===== src/rtl/cfg_chain_loader.sv =====
// Configuration shift-chain master: serializes stream words onto the chain (LOAD)
// or recirculates the chain while packing the returned bits into words (READBACK).
module cfg_chain_loader #(
    parameter int WORD_W    = 32,
    parameter int CHAIN_LEN = 256,
    parameter int CNT_W     = $clog2(CHAIN_LEN + 1)
) (
    input  logic              clk,
    input  logic              rst,
    input  logic              start,
    input  logic              mode,
    input  logic              abort,
    input  logic [WORD_W-1:0] s_data,
    input  logic              s_valid,
    output logic              s_ready,
    output logic [WORD_W-1:0] m_data,
    output logic              m_valid,
    input  logic              m_ready,
    output logic              config_data_in,
    output logic              config_en,
    input  logic              config_data_out,
    output logic              busy,
    output logic              done
);

    localparam int WB_W = $clog2(WORD_W + 1);
    localparam int AW   = (CNT_W > WB_W) ? CNT_W : WB_W;

    typedef enum logic [1:0] {IDLE, LOAD, READ, FIN} state_t;

    state_t            state_q, state_d;
    logic [CNT_W-1:0]  rem_q, rem_d;
    logic [WB_W-1:0]   wbits_q, wbits_d;
    logic [WORD_W-1:0] shreg_q, shreg_d;
    logic [WORD_W-1:0] cap_q, cap_d;
    logic [WB_W-1:0]   cap_cnt_q, cap_cnt_d;
    logic [WORD_W-1:0] m_data_q, m_data_d;
    logic              m_valid_q, m_valid_d;

    logic [AW-1:0]     rem_x, wbits_x, rem_dec_x;
    logic [CNT_W-1:0]  rem_dec;
    logic              xfer;

    assign rem_x   = AW'(rem_q);
    assign wbits_x = AW'(wbits_q);

    // Output decode from registered state; only READ recirculates the tail combinationally.
    always_comb begin
        s_ready        = 1'b0;
        config_en      = 1'b0;
        config_data_in = 1'b0;
        case (state_q)
            LOAD: begin
                s_ready        = (wbits_x <= AW'(1)) && (rem_x > wbits_x);
                config_en      = (wbits_q != '0);
                config_data_in = shreg_q[WORD_W-1];
            end
            READ: begin
                config_en      = (cap_cnt_q < WB_W'(WORD_W)) && (rem_q != '0);
                config_data_in = config_data_out;
            end
            default: ;
        endcase
    end

    assign busy    = (state_q != IDLE);
    assign done    = (state_q == FIN);
    assign m_data  = m_data_q;
    assign m_valid = m_valid_q;

    assign rem_dec   = config_en ? (rem_q - CNT_W'(1)) : rem_q;
    assign rem_dec_x = AW'(rem_dec);
    assign xfer      = ((cap_cnt_q == WB_W'(WORD_W)) || ((rem_q == '0) && (cap_cnt_q != '0)))
                       && (!m_valid_q || m_ready);

    always_comb begin
        state_d   = state_q;
        rem_d     = rem_q;
        wbits_d   = wbits_q;
        shreg_d   = shreg_q;
        cap_d     = cap_q;
        cap_cnt_d = cap_cnt_q;
        m_data_d  = m_data_q;
        m_valid_d = m_valid_q;
        case (state_q)
            IDLE: begin
                if (start && !abort) begin
                    state_d   = mode ? READ : LOAD;
                    rem_d     = CNT_W'(CHAIN_LEN);
                    wbits_d   = '0;
                    cap_cnt_d = '0;
                end
            end
            LOAD: begin
                if (config_en) begin
                    shreg_d = shreg_q << 1;
                    wbits_d = wbits_q - WB_W'(1);
                    rem_d   = rem_dec;
                end
                // A new word replaces the one whose last bit shifts on this same edge.
                if (s_valid && s_ready) begin
                    shreg_d = s_data;
                    wbits_d = (rem_dec_x >= AW'(WORD_W)) ? WB_W'(WORD_W) : WB_W'(rem_dec);
                end
                if (rem_dec == '0) state_d = FIN;
            end
            READ: begin
                if (config_en) begin
                    cap_d     = {cap_q[WORD_W-2:0], config_data_out};
                    cap_cnt_d = cap_cnt_q + WB_W'(1);
                    rem_d     = rem_dec;
                end
                if (xfer) begin
                    m_data_d  = cap_q << (WB_W'(WORD_W) - cap_cnt_q);
                    m_valid_d = 1'b1;
                    cap_cnt_d = '0;
                end else if (m_valid_q && m_ready) begin
                    m_valid_d = 1'b0;
                end
                if ((rem_q == '0) && (cap_cnt_q == '0) && (!m_valid_q || m_ready)) begin
                    state_d   = FIN;
                    m_valid_d = 1'b0;
                end
            end
            FIN:     state_d = IDLE;
            default: state_d = IDLE;
        endcase
        if (abort && (state_q != IDLE)) begin
            state_d   = IDLE;
            m_valid_d = 1'b0;
            wbits_d   = '0;
            cap_cnt_d = '0;
        end
    end

    always_ff @(posedge clk) begin
        if (rst) begin
            state_q   <= IDLE;
            rem_q     <= '0;
            wbits_q   <= '0;
            shreg_q   <= '0;
            cap_q     <= '0;
            cap_cnt_q <= '0;
            m_data_q  <= '0;
            m_valid_q <= 1'b0;
        end else begin
            state_q   <= state_d;
            rem_q     <= rem_d;
            wbits_q   <= wbits_d;
            shreg_q   <= shreg_d;
            cap_q     <= cap_d;
            cap_cnt_q <= cap_cnt_d;
            m_data_q  <= m_data_d;
            m_valid_q <= m_valid_d;
        end
    end

endmodule


===== config.mk =====
export PLATFORM = sky130hd
export DESIGN_NAME = cfg_chain_loader
export DESIGN_NICKNAME = d
export VERILOG_FILES = /design/src/rtl/cfg_chain_loader.sv
export SDC_FILE = /design/constraint.sdc
export NUM_CORES = 1
export LEC_CHECK = 0
export CELL_PAD_IN_SITES_DETAIL_PLACEMENT = 1
export CELL_PAD_IN_SITES_GLOBAL_PLACEMENT = 1
export CORE_MARGIN = 1
export CORE_UTILIZATION = 39
export DETAILED_ROUTE_END_ITERATION = 12
export PLACE_DENSITY_LB_ADDON = 0.15
export SYNTH_ARGS = -nofsm -noshare
export SYNTH_HDL_FRONTEND = slang
export SYNTH_SLANG_ARGS = --single-unit

===== constraint.sdc =====
create_clock -name clk -period 3.05 [get_ports clk]
set_input_delay 0.61 -clock clk [delete_from_list [all_inputs] [get_ports clk]]
set_output_delay 0.61 -clock clk [all_outputs]
set_load 0.05 [all_outputs]

* After elaboration in Yosys (flattened, before gate mapping) *
Cells that the tools add are included.

cells by class
  $add $sub $neg = 4
  $lt $le $gt $ge = 4
  equality and inequality tests = 10
  shift operators = 1
  multiplexer cells = 25
  reductions and logical operators = 37

operators by type and width
  operator               number
  $mux W32               2
  $mux W6                6
  $shl A32 B6 Y32        1
  $mux W9                3
  $pmux W6 S2            2
  $logic_not A9 Y1       2
  $pmux W9 S2            1
  $reduce_and A3 Y1      4
  $reduce_bool A6 Y1     2
  $logic_and A1 B1 Y1    10
  $reduce_bool A2 Y1     5
  $ge A9 B6 Y1 const B   1
  $gt A9 B6 Y1           1
  $reduce_bool A9 Y1     1
  $sub A9 B1 Y9 const B  1
  $mux W2                4
  $pmux W2 S4            1
  $reduce_and A2 Y1      4
  $add A6 B1 Y6 const B  1
  $eq A6 B6 Y1 const B   1
  $le A6 B1 Y1 const B   1
  $logic_not A6 Y1       1
  $lt A6 B6 Y1 const B   1
  $ne A2 B2 Y1 const B   3
  13 further kinds       22

storage, ports and cells
  bits in registers = 120
  bits of input ports = 40
  output and inout bits = 38
  logic and storage cells = 89

* Longest topological paths before layout *
Gate-level depths: netlist of the first run.

  depth after elaboration = 8
  mapped depth = 13
  gate-level depth less buffers = 10

* Worst setup path before layout of the first run *
OpenSTA, ideal clock, no wires.

  path type = flip-flop to flip-flop
  from = reg cap_cnt_q[0]
  to = reg m_data_q[28], in the netlist m_data[28]
  setup time = 128 ps
  arrival = 3076 ps
  required time = 2922 ps
  setup slack = -154 ps
  cell stages (with the launch flop) = 14
  path buffers = 4
  clock period less this slack = 3204 ps
  cells stage by stage = dfxtp_1 buf_2 clkbuf_1 inv_1 ha_1 clkbuf_1 buf_1 mux4_2 mux2_2 nor2_1 a21oi_1 a21o_1 a22oi_1 nor2_1

on the way
  cells in the longest elaborated chain, start to end = 5

ends and longest elaborated chain
  item                                                                   RTL line  RTL
  start: declaration                                                     36        logic [WB_W-1:0] cap_cnt_q, cap_cnt_d;
  start signal: assignment                                               152       cap_cnt_q <= cap_cnt_d;
  parallel branches: the longest is 5 deep, another holds $sub A6 B6 Y6  --
  end signal: assignment                                                 153       m_data_q <= m_data_d;
  end: declaration                                                       37        logic [WORD_W-1:0] m_data_q, m_data_d;

Parallel ways; which one is timed is not known.
A chain may end at the register's enable or synchronous reset.

* Worst setup path in the final report of the first run *
  from = reg rem_q[0]
  to = out config_en

on the way
  cells in the longest elaborated chain, start to end = 3

ends and longest elaborated chain
  item                      RTL line  RTL
  start: declaration        32        logic [CNT_W-1:0] rem_q, rem_d;
  start signal: assignment  148       rem_q <= rem_d;
  $reduce_bool A9 Y1        59        config_en = (cap_cnt_q < WB_W'(WORD_W)) && (rem_q != '0);
  $logic_and A1 B1 Y1       59
  $pmux W1 S2               52        case (state_q)
  end: declaration          20        output logic config_en,

No other way between the ends.

==> metrics.md, run 1 <==
| Metric | Value |
|---|---|
| Worst hold path class | reg -> reg |
| Leak | 3.34 nW |
| First-pass GRT wire length | 34,500 µm |
| Achievable Freq | 340 MHz |
| Initial antenna violation count | 0 |
| Fin cells | 1,138 |
| Clock Path Buffers | 2 |
| Top cells by area, synth | dfxtp_1 34%, mux4_2 9.2%, mux2i_1 7.7% |
| Period minus WS final | 2.94 ns |
| Placer Congestion | 0.915 |
| Final net count | 951 |
| Setup violators final | 0 |
| Post-Syn Area | 0.00713 mm² |
| Post-synth cell types | 68 |
| WL/cell | 18.9 µm |
| Layout cells sized above 1 | 14.2% |
| Die Wd | 137 µm |
| Leading area contributor after synthesis | dfxtp_1 |
| Syn avg cell area | 8.51 µm² |
| Comb pwr share | 34.6% |
| Async S/R FF share, synth | 0% |
| Post-DRT Antenna Nets | 0 |
| Maxcap violations | 0 |
| Internal power | 3.69 mW |
| Vias in the first global route | 6,449 |
| Seq pwr share | 29.4% |
| Final design utilization | 49.3% |
| Die Footprint | 0.0188 mm² |
| Gr usage total | 23.6% |
| Worst-Margin Slew | 0.931 ns |
| Initial cell density of the core | 39.7% |
| Mapped Cells | 838 |
| Commonest cells post-synth | 120 x dfxtp_1, 120 x nand2_1, 99 x nor2_1 |
| Clock Power Share | 36.1% |
| Switching Fraction | 36.0% |
| CORE AREA | 0.0180 mm² |
| Port bufs | 77 |
| Slew HR | 37.6% |
| Sequential area share after synthesis | 33.7% |
| Via count | 6,556 |
| PD cells | 650 mW/mm² |
| Status | finished, final reports clean |
| Critical path endpoint category | primary output |
| Reg clk slew, reported paths | 0.06 ns |
| Leading register cell type out of synthesis | dfxtp_1 |
| Worst Path Required | 2.44 ns |
| Worst VDD drop | 0.000557 V |
| EDFF count, synth | 0 |
| Largest net degree at the start of global routing | 61 |
| CP startpoint kind | flip-flop |
| Via-to-Cell Ratio | 5.76 |
| Area Overhead vs Synth | 24.2% |
| Fin crit share | 96.4% |
| Root Driver | clkbuf_16 |
| Final WL | 21,500 µm |
| Overflow after GRT | 0 |
| Psw | 2.08 mW |
| Boundary pin count | 78 |
| Mapped Nets | 893 |
| # diodes | 0 |
| DRT iter0 DRCs | 359 |
| Fillers | 2,098 |
| CP max FO | 10 |
| Crit path DAT | 2.33 ns |
| Die Height | 137 µm |
| TritonCTS clock tree | built |
| Clock sink total | 120 |
| Final clock skew | 0.00902 ns |
| Rows | 49 |
| Detailed Place HPWL | 15,500 µm |
| Post-synth top area share | 33.7% |
| Critical path class | reg -> out |
| Flops & latches, synth | 120 |
| DRT Pass-1 Iters | 5 |
| Drt drc | 0 |
| Ys Warns | 0 |
| Placed Cells | 1,103 |
| Final number of max-transition violations | 0 |
| Final Hold Viols | 0 |
| Worst skew pair latency | 0.42 ns |
| Hold Buf Count CTS | 0 |
| H-tree levels | 4 |
| CTS Buf Count | 17 |
layout make-up:
| cell class | instances | area, µm² | share of cell area (%) |
|---|---|---|---|
| multi-input combinational | 630 | 4410 | 49.8 |
| sequential | 120 | 2410 | 27.2 |
| timing repair buffer | 108 | 1080 | 12.2 |
| clock buffer | 18 | 439 | 4.96 |
| tap | 229 | 287 | 3.23 |
| clock inverter | 14 | 164 | 1.85 |
| inverter | 19 | 71.3 | 0.805 |
critical path: stages (launching register included):
cell and delay, ns:
dfxtp_2 0.36, inv_1 0.09, ha_1 0.16, or3b_4 0.42
o31a_1 0.36, nor2_4 0.19, inv_2 0.13, buf_4 0.21
per-stage QoR:
| stage | cell area (µm²) | power (mW) | setup TNS (ns) | setup slack (ns) | hold slack [ns] |
|---|---|---|---|---|---|
| final | 8860 | 5.76 | 0 | 0.110 | 0.464 |
| after global routing | 8860 | 6.06 | -0.00125 | -0.00125 | 0.488 |
| after CTS | 8830 | 5.79 | 0 | 0.0734 | 0.471 |
| after detailed placement | 8230 | 3.71 | 0 | 0.245 | 0.447 |
| after global placement | 8230 | 3.65 | 0 | 0.333 | 0.441 |
| after floorplan | 7130 | 3.11 | 0 | 0.000265 | 0.433 |
state kept, by name, summed over array words and instances (netlist names):
| signal | count |
|---|---|
| rem_q | 9 |
| cap_q | 32 |
| m_valid | 1 |
| shreg_q | 32 |
| state_q | 2 |
| m_data | 32 |
| cap_cnt_q | 6 |
| wbits_q | 6 |
power groups by stage:
stage,Sequential (mW),Clock [mW],Combinational (mW)
3_3_place_gp,1.72,0,1.93
2_1_floorplan,1.71,0,1.40
6_report,1.69,2.08,1.99
4_1_cts,1.69,2.11,1.99
3_5_place_dp,1.73,0,1.98
5_1_grt,1.70,2.19,2.17
what timing repair did:
action                                  4_1_cts  5_1_grt
gates resized for setup                       1        3
endpoints found under the setup margin        1        2
pin swaps                                     0        2
gates cloned                                  0        0
setup buffers                                 0        3
routing by layer:
metal | global-route usage [%] | up-vias | share of wire, %
li1 | - | 3154 | -
met1 | 33.2 | 3251 | 49
met2 | 36.9 | 132 | 46
met3 | 4.64 | 19 | 3.8
met4 | 5.49 | 0 | 1.1
met5 | 0 | - | 0
worst paths after layout:
path                           start                      end  cells after the start  slack, ns
max            rem_q[0]$_SDFFE_PP0P_                config_en                      7       0.11
min           m_data[6]$_SDFFE_PP0P_   m_data[6]$_SDFFE_PP0P_                      2       0.46
max reg2reg  state_q[0]$_SDFFE_PP0P_  wbits_q[2]$_SDFFE_PP0P_                     10       0.23
min reg2reg   m_data[6]$_SDFFE_PP0P_   m_data[6]$_SDFFE_PP0P_                      2       0.46
kinds of logic after synthesis:
| group | count (synthesis) | synth area share, % |
|---|---|---|
| adders and majority gates | 15 | 2.63 |
| and+or+nand+nor | 300 | 19.1 |
| muxes | 91 | 18.0 |
| AOI/OAI and AO/OA | 207 | 19.4 |
| DFF | 120 | 33.7 |
| buffers and inverters | 88 | 5.16 |
| xor gates and xnor gates | 17 | 2.09 |
layout by cell type, fill, tap and decap left out, types with 8 or more instances in the layout:
| cell type | instances |
|---|---|
| clkbuf_16 | 17 |
| dfxtp_1 | 117 |
| o21ai_0 | 16 |
| buf_4 | 28 |
| o21ai_1 | 8 |
| clkdlybuf4s50_1 | 73 |
| nand2_1 | 119 |
| a211oi_1 | 43 |
| mux2i_1 | 55 |
| a21oi_1 | 71 |
| ha_1 | 14 |
| a22oi_1 | 19 |
| nor3_1 | 13 |
| mux4_2 | 29 |
| xnor2_1 | 8 |
| nand3_1 | 13 |
| inv_1 | 18 |
| nor2_1 | 99 |
Note: power is estimated with default switching activity, not from simulation.
==> run 2: changes to the inputs <==
ABC_AREA = 1   (was unset)
CORE_UTILIZATION = 37   (was 39)
==> run 2 against run 1 <==
Net effect: clock power down 9%; combinational power is 42% higher; sequential power is essentially flat; worst hold slack got worse by 0.013 ns; register-to-register slack better by 0.31 ns; maximum frequency is 1.8% higher; utilization fell by 2.9 points; sequential share of layout area increased by 1.2 points; power rose by 11%; global-route usage shrank 1.3 points; synthesized area shrank 1.9%; critical endpoint unchanged; largest power group is now combinational cells.
==> metrics.md, run 2 <==
| Metric | Value |
|---|---|
| Status | finished, final reports clean (unchanged) |
| Overflow after GRT | 0 (unchanged) |
| CTS Buf Count | 17 (unchanged) |
| Most common cell after layout, fill and taps aside | nand2_1 (unchanged) |
| Area Overhead vs Synth | 21.2% (was 24.2%) |
| Clock Power Share | 29.7% (was 36.1%) |
| Via-to-Cell Ratio | 5.17 (was 5.76) |
| Final clock skew | 0.0115 ns (was 0.00902 ns) |
| Psw | 2.76 mW (was 2.08 mW) |
| Final number of max-transition violations | 0 (unchanged) |
| FF-to-FF End | state_q[1]$_SDFFE_PP0P_ (was wbits_q[2]$_SDFFE_PP0P_) |
| Clock Path Buffers | 2 (unchanged) |
| Area of the multi-input gates | 0.00398 mm² (was 0.00441 mm²) |
| Die Wd | 140 µm (was 137 µm) |
| Top cells by area, synth | dfxtp_1 34%, nand2_1 17%, o21ai_0 8.3% (was dfxtp_1 34%, mux4_2 9.2%, mux2i_1 7.7%) |
| Vias in the first global route | 7,027 (was 6,449) |
| Reg clk slew, reported paths | 0.06 ns (about the same) |
| Placed Cells | 1,315 (was 1,103) |
| Post-route total power | 6.37 mW (was 5.76 mW) |
| Setup TNS | 0 ns (unchanged) |
| Final design utilization | 46.4% (was 49.3%) |
| Leak | 3.27 nW (was 3.34 nW) |
| Root Driver | clkbuf_16 (unchanged) |
| Worst VDD drop | 0.000442 V (was 0.000557 V) |
| H-tree levels | 4 (unchanged) |
| DRT Pass-1 Iters | 5 (unchanged) |
| Sequential area share after synthesis | 34.3% (was 33.7%) |
| RSZ-0062 raised after global routing | false |
| Drt drc | 0 (unchanged) |
| Critical path class | reg -> out (unchanged) |
| Post-Syn Area | 0.00700 mm² (was 0.00713 mm²) |
| DP Area | 0.00793 mm² (was 0.00823 mm²) |
| FF/Latch Area | 0.00240 mm² (was 0.00241 mm²) |
| Internal power | 3.61 mW (was 3.69 mW) |
| Hold Buf Count CTS | 0 (unchanged) |
| Syn avg cell area | 6.64 µm² (was 8.51 µm²) |
| Commonest cells after routing, fill and taps aside | 321 x nand2_1, 119 x dfxtp_1, 116 x o21ai_0, 97 x a21oi_1, 73 x clkdlybuf4s50_1 (was 119 x nand2_1, 117 x dfxtp_1, 99 x nor2_1, 73 x clkdlybuf4s50_1, 71 x a21oi_1) |
| TritonCTS clock tree | built (unchanged) |
| Worst Slack Setup Final | 0.162 ns (was 0.110 ns) |
| Rows | 49 (unchanged) |
| # diodes | 0 (unchanged) |
| EDFF count, synth | 0 (unchanged) |
| Flops & latches, synth | 120 (unchanged) |
| Die Height | 140 µm (was 137 µm) |
| Commonest cells post-synth | 321 x nand2_1, 120 x dfxtp_1, 116 x o21ai_0 (was 120 x dfxtp_1, 120 x nand2_1, 99 x nor2_1) |
| Seq pwr share | 26.1% (was 29.4%) |
| Boundary pin count | 78 (unchanged) |
| Mapped Nets | 1,109 (was 893) |
| Final Hold Viols | 0 (unchanged) |
| Achievable Freq | 346 MHz (was 340 MHz) |
| Async S/R FF share, synth | 0% (unchanged) |
| Worst Path Required | 2.44 ns (about the same) |
| DRT iter0 DRCs | 265 (was 359) |
| Post-CTS Resized | 0 (was 1) |
| CP max FO | 19 (was 10) |
| PD cells | 751 mW/mm² (was 650 mW/mm²) |
| Die Footprint | 0.0195 mm² (was 0.0188 mm²) |
| Fillers | 2,393 (was 2,098) |
| Critical path endpoint category | primary output (unchanged) |
| Largest net degree at the start of global routing | 65 (was 61) |
| Final WL | 20,800 µm (was 21,500 µm) |
| Detailed Place HPWL | 14,800 µm (was 15,500 µm) |
| Initial antenna violation count | 0 (unchanged) |
| Setup violators final | 0 (unchanged) |
| Layout cells sized above 1 | 9.03% (was 14.2%) |
| Most frequent cell after synthesis | nand2_1 |
| Postcts setup bufs | 0 (unchanged) |
| Setup slack, reg-to-reg | 0.54 ns (was 0.23 ns) |
| Ys Warns | 0 (unchanged) |
| CP startpoint kind | flip-flop (unchanged) |
| Leading register cell type out of synthesis | dfxtp_1 (unchanged) |
| Period minus WS final | 2.89 ns (was 2.94 ns) |
| Initial cell density of the core | 38.3% (was 39.7%) |
| Post-synth cell types | 45 (was 68) |
| Switching Fraction | 43.4% (was 36.0%) |
| Fin crit share | 94.7% (was 96.4%) |
| Worst-Margin Slew | 0.564 ns (was 0.931 ns) |
| Final net count | 1,160 (was 951) |
| Post-DRT Antenna Nets | 0 (unchanged) |
| Maxcap violations | 0 (unchanged) |
| Setup crit start | state_q[0]$_SDFFE_PP0P_ (was rem_q[0]$_SDFFE_PP0P_) |
| Slew HR | 62.2% (was 37.6%) |
| Reg-to-Reg Start | state_q[0]$_SDFFE_PP0P_ (unchanged) |
| WL/cell | 15.4 µm (was 18.9 µm) |
| Worst r2r path cells | 15 (was 10) |
| Worst skew pair latency | 0.43 ns (was 0.42 ns) |
| Clock sink total | 120 (unchanged) |
| Mapped Cells | 1,054 (was 838) |
| Post-synth top area share | 34.3% (was 33.7%) |
| Comb pwr share | 44.3% (was 34.6%) |
| First-pass GRT wire length | 34,900 µm (was 34,500 µm) |
| Post-layout instance area | 0.00848 mm² (was 0.00886 mm²) |
| Pre-CTS setup slack | 0.515 ns (was 0.245 ns) |
| CORE AREA | 0.0183 mm² (was 0.0180 mm²) |
| Via count | 6,959 (was 6,556) |
| Worst hold path class | reg -> reg (unchanged) |
| Crit path DAT | 2.28 ns (was 2.33 ns) |
| Placer Congestion | 0.827 (was 0.915) |
| Final Hold Slack | 0.451 ns (was 0.464 ns) |
| Gr usage total | 22.3% (was 23.6%) |
| Leading area contributor after synthesis | dfxtp_1 (unchanged) |
| Fin cells | 1,347 (was 1,138) |
| Port bufs | 77 (unchanged) |
| Worst setup path end | config_en (unchanged) |
[run 2: kinds of logic (layout without fill, tap and decap cells)]
logic type      Yosys count  after routing  share of synthesized area, %
simple gates            450            450                          27.3
compound gates          293            293                          22.8
buf+inv                 147            211                          8.88
flops                   120            120                          34.3
mux                      21             21                          3.00
fa+ha+maj                15             15                          2.68
xor+xnor                  8              8                          1.00
[run 2: worst min-delay path by stage]
stage                     slack [ns]  depth (start not counted)                     from                      end
final                           0.45                          2   cap_q[31]$_SDFFE_PP0P_   cap_q[31]$_SDFFE_PP0P_
after global routing            0.48                          2  m_data[18]$_SDFFE_PP0P_  m_data[18]$_SDFFE_PP0P_
after CTS                       0.46                          2   cap_q[31]$_SDFFE_PP0P_   cap_q[31]$_SDFFE_PP0P_
after detailed placement        0.45                          2   cap_q[31]$_SDFFE_PP0P_   cap_q[31]$_SDFFE_PP0P_
after global placement          0.44                          2   cap_q[31]$_SDFFE_PP0P_   cap_q[31]$_SDFFE_PP0P_
after floorplan                 0.42                          2   cap_q[31]$_SDFFE_PP0P_   cap_q[31]$_SDFFE_PP0P_
[run 2: metal layers]
| layer | global-route usage, % | routed length [µm] | share of wire, % | up-vias |
|---|---|---|---|---|
| met5 | 0 | 0 | 0 | - |
| met4 | 7.52 | 361 | 1.7 | 0 |
| met3 | 4.23 | 536 | 2.6 | 31 |
| met2 | 39.9 | 10400 | 50 | 83 |
| met1 | 26.5 | 9460 | 46 | 3249 |
| li1 | - | - | - | 3596 |
[run 2: power by group through the flow]
stage                     Combinational [mW]  Clock [mW]  Sequential [mW]
after floorplan                         2.06           0             1.70
after global placement                  2.77           0             1.69
after detailed placement                2.79           0             1.69
after CTS                               2.83        1.93             1.66
after global routing                    3.15        2.01             1.67
final                                   2.82        1.89             1.66
[run 2: worst max-delay path, cell delays in order, from the launching register on]
cell and delay [ns]:
dfxtp_1 0.34, inv_1 0.10, ha_1 0.37, inv_1 0.17
nor2_1 0.17, nand2_2 0.09, nand2_4 0.14, nand2_8 0.14
inv_2 0.18, buf_12 0.15
[run 2: area by class of cell]
cell class / instances / area share, %
clock buffer: 18 / 5.18
clock inverter: 14 / 1.34
inverter: 84 / 3.72
multi-input combinational: 787 / 46.9
sequential: 120 / 28.3
tap: 229 / 3.38
timing repair buffer: 95 / 11.1
==> run 3: changes to the inputs <==
CAP_MARGIN = 25   (was unset)
==> results of run 3 <==
Final layout, timing and power as in run 2 (identical DEF).
